==> src/rtl/rv_pkg.sv <==
// Shared RV32I definitions used by the decode/execute boundary logic.
// Contents: default datapath width, base opcode constants and the opcode
// loaded into an empty pipeline slot (addi x0,x0,0).
package rv_pkg;

  localparam int XLEN = 32;

  localparam logic [6:0] OP_R      = 7'b0110011;
  localparam logic [6:0] OP_I      = 7'b0010011;
  localparam logic [6:0] OP_LOAD   = 7'b0000011;
  localparam logic [6:0] OP_STORE  = 7'b0100011;
  localparam logic [6:0] OP_BRANCH = 7'b1100011;
  localparam logic [6:0] OP_JAL    = 7'b1101111;
  localparam logic [6:0] OP_JALR   = 7'b1100111;
  localparam logic [6:0] OP_LUI    = 7'b0110111;
  localparam logic [6:0] OP_AUIPC  = 7'b0010111;

  // A bubble in EX looks like addi x0,x0,0 so forwarding never matches it.
  localparam logic [6:0] NOP_OPCODE = OP_I;

endpackage

==> src/rtl/id_ex_stage_load_use_detect.sv <==
// load_use_detect: combinational load-use hazard detection.
// Decides from the ID opcode which source registers are really read, then
// flags a hazard when the load sitting in EX writes one of them.
// Ports:
//   valid_id        ID holds a real instruction
//   opcode_id       ID opcode
//   rs1_id, rs2_id  ID source register indices
//   mem_read_ex     EX instruction is a load
//   rd_ex           EX destination register
//   uses_rs1        ID instruction reads rs1
//   uses_rs2        ID instruction reads rs2
//   lu_hz           load-use hazard
module load_use_detect
  import rv_pkg::*;
(
  input  logic       valid_id,
  input  logic [6:0] opcode_id,
  input  logic [4:0] rs1_id,
  input  logic [4:0] rs2_id,
  input  logic       mem_read_ex,
  input  logic [4:0] rd_ex,
  output logic       uses_rs1,
  output logic       uses_rs2,
  output logic       lu_hz
);

  logic rs1_hit_s;
  logic rs2_hit_s;

  // Source-operand decode: LUI/AUIPC/JAL carry immediate bits in the rs1 slot.
  always_comb begin
    uses_rs1 = 1'b1;
    uses_rs2 = 1'b0;
    case (opcode_id)
      OP_LUI, OP_AUIPC, OP_JAL: uses_rs1 = 1'b0;
      default:                  uses_rs1 = 1'b1;
    endcase
    case (opcode_id)
      OP_R, OP_STORE, OP_BRANCH: uses_rs2 = 1'b1;
      default:                   uses_rs2 = 1'b0;
    endcase
  end

  // Hazard match: a load to x0 never produces a value worth waiting for.
  always_comb begin
    rs1_hit_s = uses_rs1 && (rd_ex == rs1_id);
    rs2_hit_s = uses_rs2 && (rd_ex == rs2_id);
    if (valid_id && mem_read_ex && (rd_ex != 5'd0)) begin
      lu_hz = rs1_hit_s || rs2_hit_s;
    end else begin
      lu_hz = 1'b0;
    end
  end

endmodule

==> src/rtl/id_ex_stage.sv <==
// id_ex_stage: ID/EX pipeline register of the 5-stage RV32I core.
// Captures decoded operands, register indices, immediate and control from
// ID; inserts a bubble on branch flush, on load-use hazard and when ID is
// empty; holds everything while the downstream memory stage stalls.
// Ports:
//   clk, rst_n                 clock, asynchronous active-low reset
//   *_id                       decoded ID instruction fields and control
//   stall_i                    downstream hold, freezes this register
//   flush_i                    taken branch/jump in EX, kills ID instruction
//   stall_o                    load-use stall request to PC and IF/ID
//   *_ex                       registered EX copies of the ID fields
//   lu_cnt, flush_cnt          saturating bubble event counters
module id_ex_stage
  import rv_pkg::*;
#(
  parameter int XLEN  = rv_pkg::XLEN,
  parameter int CNT_W = 16
) (
  input  logic              clk,
  input  logic              rst_n,
  input  logic              valid_id,
  input  logic [XLEN-1:0]   pc_id,
  input  logic [6:0]        opcode_id,
  input  logic [2:0]        funct3_id,
  input  logic              funct7b5_id,
  input  logic [4:0]        rs1_id,
  input  logic [4:0]        rs2_id,
  input  logic [4:0]        rd_id,
  input  logic [XLEN-1:0]   rs1_data_id,
  input  logic [XLEN-1:0]   rs2_data_id,
  input  logic [XLEN-1:0]   imm_id,
  input  logic              RegWrite_id,
  input  logic              MemRead_id,
  input  logic              MemWrite_id,
  input  logic              MemToReg_id,
  input  logic              ALUSrc_id,
  input  logic              Branch_id,
  input  logic              Jump_id,
  input  logic              stall_i,
  input  logic              flush_i,
  output logic              stall_o,
  output logic              valid_ex,
  output logic [XLEN-1:0]   pc_ex,
  output logic [6:0]        opcode_ex,
  output logic [2:0]        funct3_ex,
  output logic              funct7b5_ex,
  output logic [4:0]        rs1_ex,
  output logic [4:0]        rs2_ex,
  output logic [4:0]        rd_ex,
  output logic [XLEN-1:0]   rs1_data_ex,
  output logic [XLEN-1:0]   rs2_data_ex,
  output logic [XLEN-1:0]   imm_ex,
  output logic              RegWrite_ex,
  output logic              MemRead_ex,
  output logic              MemWrite_ex,
  output logic              MemToReg_ex,
  output logic              ALUSrc_ex,
  output logic              Branch_ex,
  output logic              Jump_ex,
  output logic [CNT_W-1:0]  lu_cnt,
  output logic [CNT_W-1:0]  flush_cnt
);

  typedef struct packed {
    logic            valid;
    logic [XLEN-1:0] pc;
    logic [6:0]      opcode;
    logic [2:0]      funct3;
    logic            funct7b5;
    logic [4:0]      rs1;
    logic [4:0]      rs2;
    logic [4:0]      rd;
    logic [XLEN-1:0] rs1_data;
    logic [XLEN-1:0] rs2_data;
    logic [XLEN-1:0] imm;
    logic            reg_write;
    logic            mem_read;
    logic            mem_write;
    logic            mem_to_reg;
    logic            alu_src;
    logic            branch;
    logic            jump;
  } ex_t;

  function automatic ex_t bubble();
    ex_t b;
    b        = '0;
    b.opcode = NOP_OPCODE;
    return b;
  endfunction

  ex_t              ex_r;
  ex_t              ex_d_s;
  ex_t              id_s;
  logic [CNT_W-1:0] lu_cnt_r;
  logic [CNT_W-1:0] lu_cnt_d_s;
  logic [CNT_W-1:0] flush_cnt_r;
  logic [CNT_W-1:0] flush_cnt_d_s;
  logic             lu_hz_s;
  logic             uses_rs1_s;
  logic             uses_rs2_s;
  logic             unused_s;

  load_use_detect u_load_use_detect (
    .valid_id    (valid_id),
    .opcode_id   (opcode_id),
    .rs1_id      (rs1_id),
    .rs2_id      (rs2_id),
    .mem_read_ex (ex_r.mem_read),
    .rd_ex       (ex_r.rd),
    .uses_rs1    (uses_rs1_s),
    .uses_rs2    (uses_rs2_s),
    .lu_hz       (lu_hz_s)
  );

  // The source-use decode is shared with the decoder; only lu_hz is needed here.
  assign unused_s = &{1'b0, uses_rs1_s, uses_rs2_s};

  // A taken branch kills the ID instruction, so it must not also stall upstream.
  assign stall_o = lu_hz_s & ~flush_i;

  // Gather the ID fields into the EX record layout.
  always_comb begin
    id_s            = '0;
    id_s.valid      = valid_id;
    id_s.pc         = pc_id;
    id_s.opcode     = opcode_id;
    id_s.funct3     = funct3_id;
    id_s.funct7b5   = funct7b5_id;
    id_s.rs1        = rs1_id;
    id_s.rs2        = rs2_id;
    id_s.rd         = rd_id;
    id_s.rs1_data   = rs1_data_id;
    id_s.rs2_data   = rs2_data_id;
    id_s.imm        = imm_id;
    id_s.reg_write  = RegWrite_id;
    id_s.mem_read   = MemRead_id;
    id_s.mem_write  = MemWrite_id;
    id_s.mem_to_reg = MemToReg_id;
    id_s.alu_src    = ALUSrc_id;
    id_s.branch     = Branch_id;
    id_s.jump       = Jump_id;
  end

  // Next-state selection: hold > flush > load-use > capture.
  always_comb begin
    ex_d_s        = ex_r;
    lu_cnt_d_s    = lu_cnt_r;
    flush_cnt_d_s = flush_cnt_r;
    if (stall_i) begin
      // Flush is ignored here; the branch stays in EX and re-asserts it.
      ex_d_s = ex_r;
    end else if (flush_i) begin
      ex_d_s = bubble();
      if (flush_cnt_r != {CNT_W{1'b1}}) begin
        flush_cnt_d_s = flush_cnt_r + CNT_W'(1);
      end else begin
        flush_cnt_d_s = flush_cnt_r;
      end
    end else if (lu_hz_s) begin
      // ID is held upstream and re-presented next cycle.
      ex_d_s = bubble();
      if (lu_cnt_r != {CNT_W{1'b1}}) begin
        lu_cnt_d_s = lu_cnt_r + CNT_W'(1);
      end else begin
        lu_cnt_d_s = lu_cnt_r;
      end
    end else if (valid_id) begin
      ex_d_s = id_s;
    end else begin
      ex_d_s = bubble();
    end
  end

  // Pipeline register and counters; reset loads the bubble.
  always_ff @(posedge clk or negedge rst_n) begin
    if (!rst_n) begin
      ex_r        <= bubble();
      lu_cnt_r    <= '0;
      flush_cnt_r <= '0;
    end else begin
      ex_r        <= ex_d_s;
      lu_cnt_r    <= lu_cnt_d_s;
      flush_cnt_r <= flush_cnt_d_s;
    end
  end

  assign valid_ex    = ex_r.valid;
  assign pc_ex       = ex_r.pc;
  assign opcode_ex   = ex_r.opcode;
  assign funct3_ex   = ex_r.funct3;
  assign funct7b5_ex = ex_r.funct7b5;
  assign rs1_ex      = ex_r.rs1;
  assign rs2_ex      = ex_r.rs2;
  assign rd_ex       = ex_r.rd;
  assign rs1_data_ex = ex_r.rs1_data;
  assign rs2_data_ex = ex_r.rs2_data;
  assign imm_ex      = ex_r.imm;
  assign RegWrite_ex = ex_r.reg_write;
  assign MemRead_ex  = ex_r.mem_read;
  assign MemWrite_ex = ex_r.mem_write;
  assign MemToReg_ex = ex_r.mem_to_reg;
  assign ALUSrc_ex   = ex_r.alu_src;
  assign Branch_ex   = ex_r.branch;
  assign Jump_ex     = ex_r.jump;
  assign lu_cnt      = lu_cnt_r;
  assign flush_cnt   = flush_cnt_r;

endmodule

==> config.mk <==
export PLATFORM = sky130hd
export DESIGN_NAME = id_ex_stage
export DESIGN_NICKNAME = d
export VERILOG_FILES = /design/src/rtl/rv_pkg.sv /design/src/rtl/id_ex_stage_load_use_detect.sv /design/src/rtl/id_ex_stage.sv
export SDC_FILE = /design/constraint.sdc
export NUM_CORES = 1
export LEC_CHECK = 0
export ABC_AREA = 1
export BUFFER_PORTS_ARGS = -buffer_cell sky130_fd_sc_hd__buf_2
export CORE_AREA = 2 2 141 143
export DETAILED_ROUTE_END_ITERATION = 7
export DIE_AREA = 0 0 143 145
export GPL_ROUTABILITY_DRIVEN = 0
export PLACE_DENSITY = 0.8
export SYNTH_ARGS = -nofsm -noshare
export SYNTH_HDL_FRONTEND = slang
export SYNTH_HIERARCHICAL = 1
export SYNTH_SLANG_ARGS = --single-unit
==> constraint.sdc <==
create_clock -name clk -period 2.3 [get_ports clk]
set_clock_uncertainty 0.15 [all_clocks]
set_input_delay 0.23 -clock clk [delete_from_list [all_inputs] [get_ports clk]]
set_output_delay 0.23 -clock clk [all_outputs]
set_load 0.005 [all_outputs]
* After elaboration in Yosys (flattened, before gate mapping)
Cells that the tools add are included.
Word-level totals: bits in registers 194
Cells by class: $add $sub $neg 2, bitwise operators 3, equality and inequality tests 10, reductions and logical operators 10, multiplexer cells 6
Operators with widths (number):
- $mux 162 | 3
- $add 16x1->16 const B | 2
- $ne 16x16->1 const B | 2
- $eq 7x6->1 const B | 3
- $eq 7x7->1 const B | 2
- $eq 5x5->1 | 2
- $eq 7x5->1 const B | 1
- $reduce_or 3->1 | 2
- $reduce_bool 5->1 | 1
- $logic_and 1x1->1 | 4
- $reduce_and 4->1 | 1
- $mux 1 | 3
- $reduce_and 3->1 | 1
- $not 1->1 | 2
- $and 1x1->1 | 1
- $logic_or 1x1->1 | 1

* Longest topological paths before layout
depth in word-level cells 8, mapped depth 15, depth with buffers taken out 14

* Cells and area by module
Netlist, hierarchy kept.
By module, submodules not included:
- id_ex_stage | area an instance 8320.5 um^2, instances 1, cells an instance 980
- load_use_detect | area an instance 235.2 um^2, instances 1, cells an instance 42

* Least setup slack after synthesis
OpenSTA, ideal clock, no wires.
path kind reg-to-reg, start point reg ex_r, in the netlist rd_ex[1], end point reg lu_cnt_r[15], in the netlist lu_cnt[15], slack 380 ps, arrival time 1705 ps, setup time 65 ps, required time 2085 ps, cell stages (with the launch flop) 12, buffers on the path 1, cells stage by stage dfrtp_1 > xor2_1 > nor2_1 > nand3_2 > a21oi_2 > inv_1 > nor2_1 > nand2_1 > nor2_2 > buf_6 > nand3_1 > nand2_1
Between the ends: longest elaborated chain between the ends 5, elaborated cells on any way between the ends 9, classes of those cells eq/ne: 2; mux: 1; reduce/logical: 6
RTL lines:
- start: declaration | line id_ex_stage.sv:92 | ex_t ex_r;
- start signal: assignment | line id_ex_stage.sv:178 | ex_r <= bubble();
- start signal: assignment | line id_ex_stage.sv:182 | ex_r <= ex_d_s;
- $eq 5x5->1 (on tied branches) | line id_ex_stage_load_use_detect.sv:46, id_ex_stage_load_use_detect.sv:47
- $logic_and 1x1->1 (on tied branches) | line id_ex_stage_load_use_detect.sv:46, id_ex_stage_load_use_detect.sv:47
- $logic_or 1x1->1 | line id_ex_stage_load_use_detect.sv:49 | lu_hz = rs1_hit_s || rs2_hit_s;
- $mux 1 * | line id_ex_stage_load_use_detect.sv:48 | if (valid_id && mem_read_ex && (rd_ex != 5'd0)) begin
- named net lu_hz_s | line id_ex_stage.sv:99 | logic lu_hz_s;
- $reduce_and 4->1 (no line) *
- end signal: assignment | line id_ex_stage.sv:183 | lu_cnt_r <= lu_cnt_d_s;
- end: declaration | line id_ex_stage.sv:95 | logic [CNT_W-1:0] lu_cnt_r;
Mark *: on every way through the listed nets, which the timed path passes. The rest lies on a longest branch. A chain may end at the register's enable or synchronous reset.

* Worst setup path after layout
start point in opcode_id[6], end point out stall_o
Between the ends: longest elaborated chain between the ends 7, elaborated cells on any way between the ends 15, classes of those cells eq/ne: 6; mux: 3; bitwise: 1; reduce/logical: 5
RTL lines:
- start: declaration | line id_ex_stage.sv:23 | input logic [6:0] opcode_id,
- $eq 7x6->1 (tied with other cells) | line id_ex_stage_load_use_detect.sv:34 | case (opcode_id)
- $reduce_or 3->1 (on tied branches) | line id_ex_stage_load_use_detect.sv:34, id_ex_stage_load_use_detect.sv:38
- $mux 1 (on tied branches) | line id_ex_stage_load_use_detect.sv:34, id_ex_stage_load_use_detect.sv:38
- $logic_and 1x1->1 (on tied branches) | line id_ex_stage_load_use_detect.sv:46, id_ex_stage_load_use_detect.sv:47
- $logic_or 1x1->1 * | line id_ex_stage_load_use_detect.sv:49
- $mux 1 * | line id_ex_stage_load_use_detect.sv:48
- named net lu_hz_s | line id_ex_stage.sv:99
- $and 1x1->1 * | line id_ex_stage.sv:120 | assign stall_o = lu_hz_s & ~flush_i;
- end: declaration | line id_ex_stage.sv:41 | output logic stall_o,
Marked as above.

==> metrics.txt <==
Total Wirelength=approximately 29000 um; TritonCTS clock tree=done; die height=~150 um; I/O Buffers=360; GR Util All Layers=28.42%; max_slew headroom=between 40% and 50%; Most Frequent Cell on Critical Path=nand2_1; Synth warnings=6; num ports=~360; clk slew on worst S/H paths=70 ps; kind of critical path=primary input to output port; Starting Density=44.52%; core area=19210 um^2; peak per-stage delay on the critical path=530 ps; Post-Syn Area per Cell=approximately 8.4 um^2; P_int=5.748 mW; CP Data Arrival Time=1780 ps; status=finished, final reports clean; Hold WC Path Type=primary input to register; vias in the first global route=slightly above 9000; vias per cell=4.842; crit start category=primary input; Num CTS Buffers=17; setup ws final=139.1 ps; hold path endpoint=imm_ex[1]; wire length of the first global-routing pass=approximately 46000 um; Mapped Cells=1021; synthesized net count=1189; wire per inst=15.97 um; layout cells sized above 1=28.52%; Pwr per Cell Area=616.3 nW/um^2; Clk Latency, worst-skew pair=approximately 430 ps; Netlist Area Pre-Place=8552 um^2; root buf cell=clkbuf_16; FF-to-FF Start=rd_ex[2]; DRT Pass-1 Iters=5; area grow syn2layout=50.56%; R2R setup slack=~220 ps; initial antenna violation count=3; total congestion overflow=0; fin crit period=2161 ps; GR Layer Usage met3=6.865%; Sw Pwr=2.187 mW; Placed Area=approximately 11000 um^2; cell chain of the critical path=dlygate4sd3_1 > buf_2 > nand2_1 > nand3_2 > inv_1 > nand2_1 > nor2_1 > nand2_1 > a21oi_2 > inv_2 > nor2_4 > buf_6; min-delay src=stall_i; Worst Hold Path Cells=3; Gate power share=15.0%; Nets=1705; dpl ws=~150 ps; design area=about 13000 um^2; Flop pwr share=between 40 and 50%; r2r endpoint=lu_cnt[2]; clock group share of total power=a little under two fifths; DRC viols=0; CP Data Required Time=around 1900 ps; Slew Limit Fails=0; die area=20740 um^2; LEAKAGE=7.177 nW; GRT met2 Usage=49.07%; M1 GR Usage=a little under a third; num rows=51; CTS max path bufs=2; DRC violation total after the first TritonRoute iteration=between 500 and 600; CP max stage cell=dlygate4sd3_1; hold violation count in the final report=0; Slew @ Worst Pin=795.6 ps; largest net degree at the start of global routing=88; antenna-violating nets left=0; worst path bufs/invs=5; vias post-DR=8803; fmax=~460 MHz; crit-path max FO=3; Sink Count=194; max_cap viols=0; R2R cell count=12; worst ir drop on vdd=~610 uV; Placed Cells=1621; H-tree Lvls=4; Net Sw Frac=between 20% and 30%; CP delay by family, top=buffers and inverters; GRT busiest layer=met2; Post-Layout Cell Count=1818; Final Cycle Share=roughly 94%; # fillers=1380; Worst setup EP type=output port; Die Width=143 um; final setup vio count=0; HPWL Detailed=17690 um
==> power groups by stage <==
stage | Clock (mW) | Combinational (mW) | Sequential (mW)
after detailed placement | 0 | 0.947 | 3.84
after global routing | 3.15 | 1.32 | 3.82
after CTS | 2.99 | 1.16 | 3.78
after global placement | 0 | 0.916 | 3.84
after floorplan | 0 | 0.372 | 3.85
final | 2.95 | 1.19 | 3.80
==> stage by stage <==
stage,util [%],TNS [ps],power [mW],hold WS [ps]
6_report,67.04,0,7.935,44.23
3_3_place_gp,55.46,0,4.757,106.7
3_5_place_dp,55.46,0,4.791,113.7
2_1_floorplan,-,0,4.221,-215.6
5_1_grt,67.04,-10.03,8.299,47.78
4_1_cts,66.89,0,7.936,23.86
==> area by class of cell <==
class,instances,area (um^2),share of cell area (%)
diodes,3,7.507,0.05830
clock buffers,18,429.2,3.333
clock inverters,14,145.1,1.127
inverters,200,752.0,5.840
multi-input cells,589,2764,21.47
flip-flops and latches,194,4858,37.73
well taps,265,331.6,2.575
repair buffers,535,3588,27.87
==> sequential cells by signal, indices dropped and copies added (netlist names), 3 cells and up <==
signal	flops
rs1_ex	5
pc_ex	32
funct3_ex	3
rd_ex	5
flush_cnt	16
rs2_data_ex	32
imm_ex	32
opcode_ex	7
lu_cnt	16
rs2_ex	5
rs1_data_ex	32
==> placed cells by master (no fill, tap or decap), types with 5 or more instances in the layout <==
cell type,n
nand4_1,13
o21ai_0,89
inv_1,197
nand2_1,289
xor2_1,5
o21ai_2,7
nor2_1,36
xnor2_1,16
clkbuf_16,17
buf_2,357
buf_4,10
dfrtp_1,191
dlygate4sd3_1,162
nand2_2,6
nor2_2,11
nand3_1,24
o21ai_1,77
==> worst reg2reg max path, stage by stage (launching register included) <==
cell and delay (ps):
dfrtp_1 470, xnor2_2 200, nand2_1 70, nor2_1 80, nand2_1 70, a21oi_2 150, inv_2 70, nor2_4 120
nand2_1 120, inv_1 120, nand2_2 170, nand2_1 90, o21ai_0 80
==> worst max path at each step <==
stage                       startpoint         end  cells after the start
final                     opcode_id[6]     stall_o                     12
after global routing          rd_ex[2]     stall_o                      8
after detailed placement      rd_ex[2]   lu_cnt[2]                     11
after global placement        rd_ex[1]   lu_cnt[6]                     12
after CTS                 opcode_id[6]     stall_o                     12
after floorplan               rd_ex[1]  lu_cnt[15]                     11
==> per-layer routing <==
metal  wire (um)  part of all wire [%]
met2       14820                    51
met5           0                     0
met3        2102                   7.2
met1       10540                    36
met4        1576                   5.4
==> what timing repair did <==
item,in CTS,in global routing
hold endpoints to repair,215,0
gates resized for setup,0,5
buffers inserted,0,0
setup endpoints to repair,0,16
hold buffers,162,0
(Power assumes the default switching activity.)
